[src/rtl/debug_pkg.sv]
// Shared state encoding and endpoint defaults for the clock-enable stepping controller.
package debug_pkg;
  typedef enum logic [1:0] {
    HALT = 2'd0,
    RUN  = 2'd1,
    STEP = 2'd2
  } state_t;

  localparam logic [7:0] EP_BASE_DEFAULT = 8'h20;
  localparam int         WORD_W          = 16;
  localparam int         EH_W            = 65;
  localparam int         HE_W            = 113;
endpackage

[src/rtl/debug_edge_sync.sv]
// Two-flop synchroniser for an asynchronous host level, followed by a registered
// rising-edge pulse (pulse appears on the third clock edge after the level rises).
module debug_edge_sync (
  input  logic clk,
  input  logic reset,
  input  logic i_async,
  output logic o_pulse
);
  logic r_sync1;
  logic r_sync2;
  logic r_prev;
  logic r_pulse;

  always_ff @(posedge clk) begin
    if (reset) begin
      r_sync1 <= 1'b0;
      r_sync2 <= 1'b0;
      r_prev  <= 1'b0;
      r_pulse <= 1'b0;
    end else begin
      r_sync1 <= i_async;
      r_sync2 <= r_sync1;
      r_prev  <= r_sync2;
      r_pulse <= r_sync2 & ~r_prev;
    end
  end

  assign o_pulse = r_pulse;
endmodule

[src/rtl/okWireOut.sv]
// Behavioural stand-in for the vendor wireout endpoint: presents the endpoint
// address and data word on its endpoint-to-host bus.
module okWireOut (
  input  logic [112:0] okHE,
  output logic [64:0]  okEH,
  input  logic [7:0]   ep_addr,
  input  logic [31:0]  ep_datain
);
  logic w_unused;
  assign w_unused = ^okHE;
  assign okEH     = {25'd0, ep_addr, ep_datain};
endmodule

[src/rtl/debug_step_ctrl.sv]
// Clock-enable stepping controller: free run, halt, N-cycle bursts, cycle-count
// breakpoint, and halt-time snapshots of debug words exported over wireouts.
module debug_step_ctrl
  import debug_pkg::*;
#(
  parameter int          DEBUG_SIZE = 4,
  parameter int          CNT_WIDTH  = 32,
  parameter int          STEP_WIDTH = 16,
  parameter logic [7:0]  EP_BASE    = EP_BASE_DEFAULT
) (
  input  logic                             phy_clk,
  input  logic                             reset,
  input  logic                             debug_enable,
  input  logic                             step_req,
  input  logic [STEP_WIDTH-1:0]            step_count,
  input  logic                             break_enable,
  input  logic [CNT_WIDTH-1:0]             break_value,
  output logic                             sys_clk_en,
  output logic                             halted,
  output logic                             break_hit,
  output logic [CNT_WIDTH-1:0]             cycle_counter,
  input  logic [DEBUG_SIZE*WORD_W-1:0]     debug_wireout,
  input  logic [HE_W-1:0]                  okHE,
  output logic [(DEBUG_SIZE+1)*EH_W-1:0]   okEHx
);
  state_t                        r_state;
  state_t                        w_state_nxt;
  logic [STEP_WIDTH-1:0]         r_remaining;
  logic [STEP_WIDTH-1:0]         w_remaining_nxt;
  logic                          r_sys_clk_en;
  logic                          r_halted;
  logic                          r_break_hit;
  logic [CNT_WIDTH-1:0]          r_cycle_counter;
  logic [DEBUG_SIZE*WORD_W-1:0]  r_snap;
  logic                          w_step_pulse;
  logic                          w_brk;
  logic [11:0]                   w_cnt_lo;
  logic [WORD_W-1:0]             w_status;

  debug_edge_sync u_step_sync (
    .clk     (phy_clk),
    .reset   (reset),
    .i_async (step_req),
    .o_pulse (w_step_pulse)
  );

  // Match on the value the counter is about to take, so it freezes exactly at break_value.
  assign w_brk = break_enable && r_sys_clk_en &&
                 ((r_cycle_counter + CNT_WIDTH'(1)) == break_value);

  always_comb begin
    w_state_nxt     = r_state;
    w_remaining_nxt = r_remaining;
    case (r_state)
      HALT: begin
        if (w_step_pulse) begin
          w_state_nxt     = STEP;
          w_remaining_nxt = (step_count == '0) ? STEP_WIDTH'(1) : step_count;
        end else if (!debug_enable && !r_break_hit) begin
          w_state_nxt = RUN;
        end
      end
      RUN: begin
        if (debug_enable || w_brk) w_state_nxt = HALT;
      end
      STEP: begin
        if (w_brk || r_remaining <= STEP_WIDTH'(1)) begin
          w_state_nxt     = HALT;
          w_remaining_nxt = '0;
        end else begin
          w_remaining_nxt = r_remaining - STEP_WIDTH'(1);
        end
      end
      default: begin
        w_state_nxt     = HALT;
        w_remaining_nxt = '0;
      end
    endcase
  end

  always_ff @(posedge phy_clk) begin
    if (reset) begin
      r_state         <= HALT;
      r_remaining     <= '0;
      r_sys_clk_en    <= 1'b0;
      r_halted        <= 1'b1;
      r_break_hit     <= 1'b0;
      r_cycle_counter <= '0;
      r_snap          <= '0;
    end else begin
      r_state      <= w_state_nxt;
      r_remaining  <= w_remaining_nxt;
      r_sys_clk_en <= (w_state_nxt == RUN) || (w_state_nxt == STEP);
      r_halted     <= (w_state_nxt == HALT);
      if (!break_enable)  r_break_hit <= 1'b0;
      else if (w_brk)     r_break_hit <= 1'b1;
      if (r_sys_clk_en) r_cycle_counter <= r_cycle_counter + CNT_WIDTH'(1);
      if (w_state_nxt == HALT && r_state != HALT) r_snap <= debug_wireout;
    end
  end

  assign sys_clk_en    = r_sys_clk_en;
  assign halted        = r_halted;
  assign break_hit     = r_break_hit;
  assign cycle_counter = r_cycle_counter;

  generate
    if (CNT_WIDTH >= 12) begin : g_cnt_wide
      assign w_cnt_lo = r_cycle_counter[11:0];
    end else begin : g_cnt_narrow
      assign w_cnt_lo = {{(12-CNT_WIDTH){1'b0}}, r_cycle_counter};
    end
  endgenerate

  assign w_status = {w_cnt_lo, r_break_hit, r_halted, r_state};

  for (genvar i = 0; i < DEBUG_SIZE; i++) begin : g_dbg
    logic [WORD_W-1:0] w_word;
    assign w_word = r_halted ? r_snap[WORD_W*i +: WORD_W] : debug_wireout[WORD_W*i +: WORD_W];
    okWireOut u_wo (
      .okHE      (okHE),
      .okEH      (okEHx[EH_W*i +: EH_W]),
      .ep_addr   (EP_BASE + 8'(i)),
      .ep_datain ({16'd0, w_word})
    );
  end

  okWireOut u_wo_status (
    .okHE      (okHE),
    .okEH      (okEHx[EH_W*DEBUG_SIZE +: EH_W]),
    .ep_addr   (EP_BASE + 8'(DEBUG_SIZE)),
    .ep_datain ({16'd0, w_status})
  );
endmodule

[config.mk]
export PLATFORM = sky130hd
export DESIGN_NAME = debug_step_ctrl
export DESIGN_NICKNAME = d
export VERILOG_FILES = /design/src/rtl/debug_pkg.sv /design/src/rtl/debug_edge_sync.sv /design/src/rtl/okWireOut.sv /design/src/rtl/debug_step_ctrl.sv
export SDC_FILE = /design/constraint.sdc
export NUM_CORES = 1
export LEC_CHECK = 0
export ABC_AREA = 1
export BUFFER_PORTS_ARGS = -buffer_cell sky130_fd_sc_hd__buf_2
export CORE_AREA = 2 2 226 228
export CTS_BUF_LIST = sky130_fd_sc_hd__clkbuf_4
export DETAILED_ROUTE_END_ITERATION = 8
export DIE_AREA = 0 0 228 230
export SLEW_MARGIN = 20
export SYNTH_ARGS = -nofsm -noshare
export SYNTH_HDL_FRONTEND = slang
export SYNTH_SLANG_ARGS = --single-unit
[constraint.sdc]
create_clock -name phy_clk -period 10.35 [get_ports phy_clk]
set_clock_uncertainty 0.2 [all_clocks]
set_input_delay 0.5175 -clock phy_clk [delete_from_list [all_inputs] [get_ports phy_clk]]
set_output_delay 0.5175 -clock phy_clk [all_outputs]
set_load 0.02 [all_outputs]
==> flow_summary.ini, run 1 <==
[run_status]
outcome = complete, no violations

[global_routing]
gr-total-overflow = 0
met1_usage = 0.1283
antenna_found_initial = 6
met2_usage = 0.1721
grt_max_degree = 106
grt_first_pass_wirelength_um = 42790
grt.busiest_layer = met2
grt_pass1_vias = 7840
groute.usage.overall = 0.1065
globalRouteMet3Util = 0.03906

[setup_path]
ff2ff_path_depth = 23
max_stage_delay_ns = 0.76
cp_data_required_time_ns = 10.76
path_cells = ha_1 -> nand2_1 -> nor2_8 -> nand2_4 -> nand2_1 -> nand2_1 -> nand2_1 -> nand2_1 -> nor2_1 -> nand2_1 -> nor2_1 -> nand2_1 -> nor2_2 -> nand3_4 -> nand3_2 -> nand2_1 -> nand2_2 -> ha_1 -> inv_1 -> nor2_4 -> buf_4 -> o21ai_0 -> a21oi_1
crit_end = r_snap[10]$_SDFFE_PP0P_
rr_startpoint = cycle_counter[0]$_SDFFE_PP0P_
cp_max_fo = 105
cpMaxStageDelayCell = buf_4
end_kind = register
worstSetupPathType = register to register
reg2reg_to = r_snap[10]$_SDFFE_PP0P_
cp.arrival_ns = 5.32
cp_common_cell = nand2_1
reg2reg_slack_ns = 5.45
cp-startpoint = cycle_counter[0]$_SDFFE_PP0P_
cp-start-kind = register

[power_and_ir_drop]
power_frac_seq = 0.399
internal_power_uw = 796.0
switchingPower_uw = 552.3
comb_power_share = 0.310
vdd_drop_max_mv = 0.08359
clkPwrFrac = 0.291
swShare = 0.4096
powerDensity_nw_per_um2 = 120.0
leakagePower_nw = 5.845

[yosys]
synthTopCellsByArea = dfxtp_1 (26%), buf_4 (21%), nand2_1 (13%), o21ai_0 (8.1%), inv_1 (7.1%)
yosysUniqueCellTypes = 36
ys_top_cells_by_count = nand2_1 (314), buf_4 (260), inv_1 (175)
async_flop_share = 0
synth_area_sq_um = 9255
ys.flop_type = dfxtp_1
yosysWarnings = 0
yosysTopAreaCellShare = 0.2617
synth_edf_count = 0
yosys.area.top_type = dfxtp_1
syn_inst = 1432
synth-seq-area-share = 0.2617
avgSynthCellArea_sq_um = 6.463
yosysMostFrequentCell = nand2_1
synth-seq-cells = 121

[clock_tree]
cts_root_buf = clkbuf_4
cts_tree = built
cts_made_buffers = 17
insertion_delay_ns = 0.70
clk_pin_slew_ns = 0.11
clock_sinks = 121
clockBufferDepth = 2
cts_max_level = 4
cts.repair.resized = 0
post_cts_buffers = 0
holdBufCountCts = 83

[timing]
final_hold_viol_count = 0
max_freq_mhz = 203.9
setup_viol = 0
relSlewSlack = 0.3696
setup_tns_ns = 0
period_minus_slack_ns = 4.904
rsz0062_at_grt = false
timing.final.crit_share = 0.4739
finalMaxSlewViolations = 0
worst_pin_slew_ns = 0.9456

[worst_hold_path]
hold_path.class = register to register
holdCritStartpoint = u_step_sync.r_prev$_SDFF_PP0_
holdPathStages = 1

[floorplanning]
die_h_um = 230
initial_core_util = 0.1856
die_w_um = 228
placementRows = 82
ios = 590
die-area_sq_um = 52440
coreArea_sq_um = 49860

[drt]
dr.pass1.iters = 7
vias = 8761
wl_um = 28250
ant_nets = 0
drt_iter0_markers = 441
vias_per_cell = 3.660
wire_per_inst_um = 11.80
drc = 0

[placement]
place_area_sq_um = 10090
gp_congestion = 0.8064
port_buffers = 231
hpwl_um = 21030

[flow_run]
cap_violations = 0

[cells_and_area]
area_growth_pct = 21.39
drive_gt1_frac = 0.1794
final_nets = 1938
finalInstanceArea_sq_um = 11230
## worst min path at each step
stage	endpoint	slack, ns
after detailed placement	u_step_sync.o_pulse$_SDFF_PP0_	0.18
after global placement	u_step_sync.o_pulse$_SDFF_PP0_	0.18
after floorplan	u_step_sync.o_pulse$_SDFF_PP0_	0.17
final	u_step_sync.o_pulse$_SDFF_PP0_	0.20
after CTS	sys_clk_en$_SDFF_PP0_	0.09
after global routing	sys_clk_en$_SDFF_PP0_	0.16
## placed cells by master, fill, tap and decap left out, types with 9 or more instances in the layout
cell type / instances
dfxtp_1: 120
nand3_1: 87
a21oi_1: 104
nand3_2: 10
o21ai_0: 150
nor3_1: 9
nand2_1: 314
inv_1: 174
clkbuf_4: 17
xor2_1: 13
o211ai_1: 12
buf_2: 231
nor2_1: 68
conb_1: 245
dlygate4sd3_1: 83
## flip-flops by register name, indices dropped and copies added, names as in the netlist
| signal | cells |
|---|---|
| r_state | 2 |
| u_step_sync.r_sync2 | 1 |
| u_step_sync.r_prev | 1 |
| break_hit | 1 |
| u_step_sync.o_pulse | 1 |
| r_snap | 64 |
| sys_clk_en | 1 |
| u_step_sync.r_sync1 | 1 |
| halted | 1 |
| cycle_counter | 32 |
| r_remaining | 16 |
## final cells by class
| class | instances | area [sq um] |
|---|---|---|
| Multi-Input combinational cell | 1063 | 4932 |
| Clock inverter | 15 | 175.2 |
| Timing Repair Buffer | 322 | 2047 |
| Sequential cell | 121 | 2426 |
| Clock buffer | 17 | 127.6 |
| Antenna cell | 5 | 12.51 |
| Tap cell | 672 | 840.8 |
| Inverter | 179 | 673.1 |
| Fill cell | 5636 | 38630 |
## logic make-up after synthesis
logic type	count (synthesis)	synth area share
compound gates	271	0.1520
xor+xnor	21	0.02285
fa+ha+maj	4	0.005408
buf+inv	491	0.3054
flops	121	0.2617
other cells	2	0.0008114
simple gates	522	0.2519
## metal layers
layer / part of all wire / vias to the layer above / wire (um)
met4: 0.021 / 0 / 590
met1: 0.44 / 3824 / 12360
met5: 0 / - / 0
met2: 0.47 / 335 / 13200
li1: - / 4571 / -
met3: 0.074 / 31 / 2103
## critical path: cells and delay by family, from the launching register on
family,cells,cell delay (ns)
AO/OA/AOI/OAI,2,0.32
flip-flops,1,0.56
adder cells (fa/ha/maj),2,0.43
AND/OR/NAND/NOR,17,2.35
buffers and inverters,2,0.83
## power by group through the flow
stage               Sequential, mW  Clock [mW]  Combinational [mW]
global route                 0.546       0.430               0.465
detailed placement           0.549           0               0.392
floorplan                    0.550           0               0.349
finish                       0.538       0.392               0.418
CTS                          0.539       0.421               0.417
global placement             0.550           0               0.390
## per-stage QoR
stage	power (mW)	worst slack, ns	std cells	hold WS, ns	util
4_1_cts	1.378	5.346	2389	0.09030	0.2251
2_1_floorplan	0.8995	6.741	1675	0.1728	-
3_5_place_dp	0.9415	5.371	2274	0.1821	0.2023
5_1_grt	1.440	4.766	2392	0.1603	0.2252
3_3_place_gp	0.9394	5.434	2274	0.1785	0.2023
6_report	1.348	5.446	2394	0.1984	0.2253
Power figures use the tool's default switching activity.
==> run 2, diff against run 1 <==
--- a/config.mk
+++ b/config.mk
@@ -7,10 +7,10 @@
 export LEC_CHECK = 0
 export ABC_AREA = 1
 export BUFFER_PORTS_ARGS = -buffer_cell sky130_fd_sc_hd__buf_2
-export CORE_AREA = 2 2 226 228
+export CORE_AREA = 2 2 227 229
 export CTS_BUF_LIST = sky130_fd_sc_hd__clkbuf_4
 export DETAILED_ROUTE_END_ITERATION = 8
-export DIE_AREA = 0 0 228 230
+export DIE_AREA = 0 0 229 231
 export SLEW_MARGIN = 20
 export SYNTH_ARGS = -nofsm -noshare
 export SYNTH_HDL_FRONTEND = slang
==> constraint.sdc (replaced) <==
create_clock -name phy_clk -period 5.05 [get_ports phy_clk]
set_clock_uncertainty 0.2 [all_clocks]
set_input_delay 0.2525 -clock phy_clk [delete_from_list [all_inputs] [get_ports phy_clk]]
set_output_delay 0.2525 -clock phy_clk [all_outputs]
set_load 0.02 [all_outputs]
==> flow_summary.ini, run 2 (synthesized netlist as in run 1, its figures left out) <==
[run_status]
outcome = complete, no violations

[power_and_ir_drop]
powerDensity_nw_per_um2 = 238.5
power_frac_seq = 0.403
clkPwrFrac = 0.280
comb_power_share = 0.317
switchingPower_mw = 1.113
leakagePower_nw = 6.022
swShare = 0.4048
vdd_drop_max_mv = 0.1557
total_power_mw = 2.749
internal_power_mw = 1.636

[floorplanning]
coreArea_sq_um = 50680
die-area_sq_um = 52900
die_h_um = 231
ios = 590
initial_core_util = 0.1826
placementRows = 83
die_w_um = 229

[timing]
period_minus_slack_ns = 4.370
relSlewSlack = 0.4984
worst_pin_slew_ns = 0.7478
setup_tns_ns = 0
max_freq_mhz = 228.8
setup_viol = 0
finalMaxSlewViolations = 0
rsz0062_at_grt = false
final_hold_viol_count = 0
timing.final.crit_share = 0.8653

[setup_path]
cp-start-kind = register
path_cells = nand2_1 -> nor2_1 -> nand2_1 -> nor2_8 -> nand2_1 -> nand2_1 -> nand2_1 -> nand2_1 -> nand2_1 -> nor2_1 -> nand2_1 -> nor2_2 -> nand3_4 -> dlygate4sd3_1 -> a22oi_4 -> ha_1 -> inv_1 -> nor2_4 -> buf_4 -> o21ai_0 -> a21oi_1
max_stage_delay_ns = 0.68
cp_max_fo = 31
crit_family = simple AND/OR/NAND/NOR gates
cp.arrival_ns = 4.71
cpMaxStageDelayCell = dlygate4sd3_1
end_kind = register
cp_data_required_time_ns = 5.39
cp_common_cell = nand2_1
critPathBufInv = 3
worstSetupPathType = register to register

[global_routing]
grt_pass1_vias = 7903
grt_first_pass_wirelength_um = 43480
antenna_found_initial = 11
groute.usage.overall = 0.1063
gr-total-overflow = 0
grt_max_degree = 65

[cells_and_area]
multi_input_area_sq_um = 4932
final_cell_mix = nand2_1 (314), conb_1 (245), buf_2 (231)
mostFrequentLayoutCell = nand2_1
fillCellCount = 5757
final_nets = 1969
area_growth_pct = 24.58
largest_reg_flops = 64
top_register = r_snap
drive_gt1_frac = 0.1803
regArea_sq_um = 2427

[placement]
hpwl_um = 21510
gp_congestion = 0.7884
port_buffers = 231

[clock_tree]
clock_sinks = 121
post_cts_buffers = 0
clockBufferDepth = 2
clk_pin_slew_ns = 0.12
cts_made_buffers = 17
insertion_delay_ns = 0.64
cts_root_buf = clkbuf_4
cts_tree = built
cts_max_level = 4

[drt]
drc = 0
wl_um = 28540
drt_iter0_markers = 391
vias = 8929
ant_nets = 0
dr.pass1.iters = 6
wire_per_inst_um = 11.73
vias_per_cell = 3.670

[worst_hold_path]
hold_path.class = register to register

[flow_run]
cap_violations = 0
## run 2: through the flow
step / util / hold slack [ns] / area (sq um) / cells / setup WS (ns)
after floorplan: - / 0.1595 / 10170 / 1675 / 1.441
after global placement: 0.2008 / 0.1781 / 10180 / 2291 / 1.042
after detailed placement: 0.2008 / 0.1827 / 10180 / 2291 / 0.9973
after CTS: 0.2272 / 0.08716 / 11510 / 2427 / 0.2543
after global routing: 0.2275 / 0.1169 / 11530 / 2432 / 0.1650
final: 0.2275 / 0.2107 / 11530 / 2433 / 0.6802
## run 2: final timing paths
check	start	end	slack, ns	cells past startpoint
max	cycle_counter[8]$_SDFFE_PP0P_	r_snap[7]$_SDFFE_PP0P_	0.68	21
min	u_step_sync.r_prev$_SDFF_PP0_	u_step_sync.o_pulse$_SDFF_PP0_	0.21	1
max reg2reg	cycle_counter[8]$_SDFFE_PP0P_	r_snap[7]$_SDFFE_PP0P_	0.68	21
min reg2reg	u_step_sync.r_prev$_SDFF_PP0_	u_step_sync.o_pulse$_SDFF_PP0_	0.21	1
## run 2: layout make-up
class	count	area share
Timing Repair Buffer	353	0.2036
Sequential cell	121	0.2105
Antenna cell	6	0.001302
Clock inverter	14	0.01356
Multi-Input combinational cell	1063	0.4278
Tap cell	680	0.07379
Clock buffer	17	0.01107
Inverter	179	0.05838
## run 2: power by group through the flow
stage / combinational (mW) / clock (mW) / sequential (mW)
floorplan: 0.715 / 0 / 1.13
global placement: 0.807 / 0 / 1.13
detailed placement: 0.812 / 0 / 1.13
CTS: 0.871 / 0.824 / 1.11
global route: 0.968 / 0.853 / 1.12
finish: 0.871 / 0.771 / 1.11
## run 2: what timing repair did
action,4_1_cts,5_1_grt
hold endpoints to repair,89,0
endpoints found under the setup margin,0,25
hold buffers,105,0
gates resized for setup,0,1
## run 2: routing by layer
layer / share of wire / vias up / track usage
li1: - / 4634 / -
met1: 0.43 / 3906 / 0.1262
met2: 0.47 / 349 / 0.1772
met3: 0.080 / 34 / 0.03965
met4: 0.016 / 6 / 0.03348
met5: 0.0014 / - / 0
==> run 3, diff against run 2 <==
--- a/config.mk
+++ b/config.mk
@@ -11,6 +11,7 @@
 export CTS_BUF_LIST = sky130_fd_sc_hd__clkbuf_4
 export DETAILED_ROUTE_END_ITERATION = 8
 export DIE_AREA = 0 0 229 231
+export MAX_ROUTING_LAYER = met4
 export SLEW_MARGIN = 20
 export SYNTH_ARGS = -nofsm -noshare
 export SYNTH_HDL_FRONTEND = slang
==> flow_summary.ini, run 3 (synthesized netlist as in run 1, its figures left out) <==
[power_and_ir_drop]
leakagePower_nw = 6.022
powerDensity_nw_per_um2 = 238.1
vdd_drop_max_mv = 0.1554
total_power_mw = 2.745

[setup_path]
reg2reg_to = r_snap[5]$_SDFFE_PP0P_
cp.arrival_ns = 4.71
cp_data_required_time_ns = 5.38
cpMaxStageDelayCell = dlygate4sd3_1
cp-start-kind = register
end_kind = register
max_stage_delay_ns = 0.68
worstSetupPathType = register to register
ff2ff_path_depth = 21
rr_startpoint = cycle_counter[8]$_SDFFE_PP0P_
cp_common_cell = nand2_1
cp_max_fo = 31
crit_end = r_snap[5]$_SDFFE_PP0P_
reg2reg_slack_ns = 0.67
cp-startpoint = cycle_counter[8]$_SDFFE_PP0P_
path_cells = nand2_1 -> nor2_1 -> nand2_1 -> nor2_8 -> nand2_1 -> nand2_1 -> nand2_1 -> nand2_1 -> nand2_1 -> nor2_1 -> nand2_1 -> nor2_2 -> nand3_4 -> dlygate4sd3_1 -> a22oi_4 -> ha_1 -> inv_1 -> nor2_4 -> buf_4 -> o21ai_0 -> a21oi_1

[global_routing]
grt.busiest_layer = met2
grt_first_pass_wirelength_um = 43470
met2_usage = 0.1772
antenna_found_initial = 11
met1_usage = 0.1292
gr-total-overflow = 0
groute.usage.overall = 0.1093
grt_pass1_vias = 7904
grt_max_degree = 65
globalRouteMet3Util = 0.03409

[timing]
max_freq_mhz = 228.3
setup_tns_ns = 0
rsz0062_at_grt = false
setup_ws_ns = 0.6690
timing.final.crit_share = 0.8675
worst_pin_slew_ns = 0.7627
final_hold_viol_count = 0
finalMaxSlewViolations = 0
relSlewSlack = 0.4884
setup_viol = 0
period_minus_slack_ns = 4.381

[cells_and_area]
final_cell_mix = nand2_1 (314), conb_1 (245), buf_2 (231)
final_cells = 2433
largest_reg_flops = 64
final_nets = 1969
final_util = 0.2275
area_growth_pct = 24.58
mostFrequentLayoutCell = nand2_1
drive_gt1_frac = 0.1803
top_register = r_snap

[drt]
vias = 8897
dr.pass1.iters = 4
wire_per_inst_um = 11.73
drc = 0
drt_iter0_markers = 407
vias_per_cell = 3.657
ant_nets = 0
wl_um = 28530

[placement]
gp_congestion = 0.7994
hpwl_um = 21510
place_ws_ns = 0.9973
dp.cells = 2291
port_buffers = 231

[floorplanning]
die-area_sq_um = 52900
die_w_um = 229
die_h_um = 231
placementRows = 83
initial_core_util = 0.1826
coreArea_sq_um = 50680
ios = 590

[worst_hold_path]
hold_path.class = register to register

[clock_tree]
post_cts_buffers = 0
cts_made_buffers = 17
cts_max_level = 4
clockBufferDepth = 2
cts_tree = built
insertion_delay_ns = 0.63
clock_sinks = 121
cts_root_buf = clkbuf_4
clk_pin_slew_ns = 0.13

[run_status]
outcome = complete, no violations

[flow_run]
cap_violations = 0
[run 3: worst min-delay path by stage]
stage | depth (start not counted) | slack [ns] | startpoint | end
global route | 4 | 0.12 | debug_wireout[25] | r_snap[25]$_SDFFE_PP0P_
finish | 1 | 0.21 | u_step_sync.r_prev$_SDFF_PP0_ | u_step_sync.o_pulse$_SDFF_PP0_
floorplan | 2 | 0.16 | step_req | u_step_sync.r_sync1$_SDFF_PP0_
global placement | 1 | 0.18 | u_step_sync.r_prev$_SDFF_PP0_ | u_step_sync.o_pulse$_SDFF_PP0_
detailed placement | 1 | 0.18 | u_step_sync.r_prev$_SDFF_PP0_ | u_step_sync.o_pulse$_SDFF_PP0_
CTS | 4 | 0.09 | debug_wireout[0] | r_snap[0]$_SDFFE_PP0P_
[run 3: worst max-delay path: cells and delay by family (launching register included)]
kind | cells | cell delay [ns]
adder cells (fa/ha/maj) | 1 | 0.16
AND/OR/NAND/NOR | 14 | 1.85
AO/OA/AOI/OAI | 3 | 0.40
flip-flops | 1 | 0.55
buffers and inverters | 3 | 1.09
[run 3: per-layer routing]
metal | vias to the layer above | share of wire
met1 | 3900 | 0.44
met3 | 34 | 0.070
met2 | 335 | 0.47
met4 | 0 | 0.015
li1 | 4628 | -
met5 | - | 0
[run 3: final cells by class]
| class | instances | area, sq um |
|---|---|---|
| fill | 5754 | 39150 |
| multi-input combinational | 1063 | 4932 |
| sequential | 121 | 2427 |
| timing repair buffer | 353 | 2347 |
| tap | 680 | 850.8 |
| inverter | 179 | 673.1 |
| clock inverter | 14 | 156.4 |
| clock buffer | 17 | 127.6 |
| antenna | 6 | 15.01 |
[run 3: through the flow]
stage / cell area [sq um] / hold WS (ns)
global route: 11530 / 0.1200
global placement: 10180 / 0.1781
CTS: 11510 / 0.08716
finish: 11530 / 0.2106
detailed placement: 10180 / 0.1827
floorplan: 10170 / 0.1595
[run 3: timing repair]
action                     CTS  global route
hold endpoints to repair    89             0
setup endpoints to repair    0            25
hold buffers               105             0
resized for setup            0             1
[run 3: power by group]
part	internal, mW	switching, mW	leakage, nW	total, mW
Combinational	0.276	0.595	4.89	0.872
Clock	0.333	0.433	0.142	0.766
Sequential	1.03	0.0806	0.990	1.11
Total	1.64	1.11	6.02	2.75
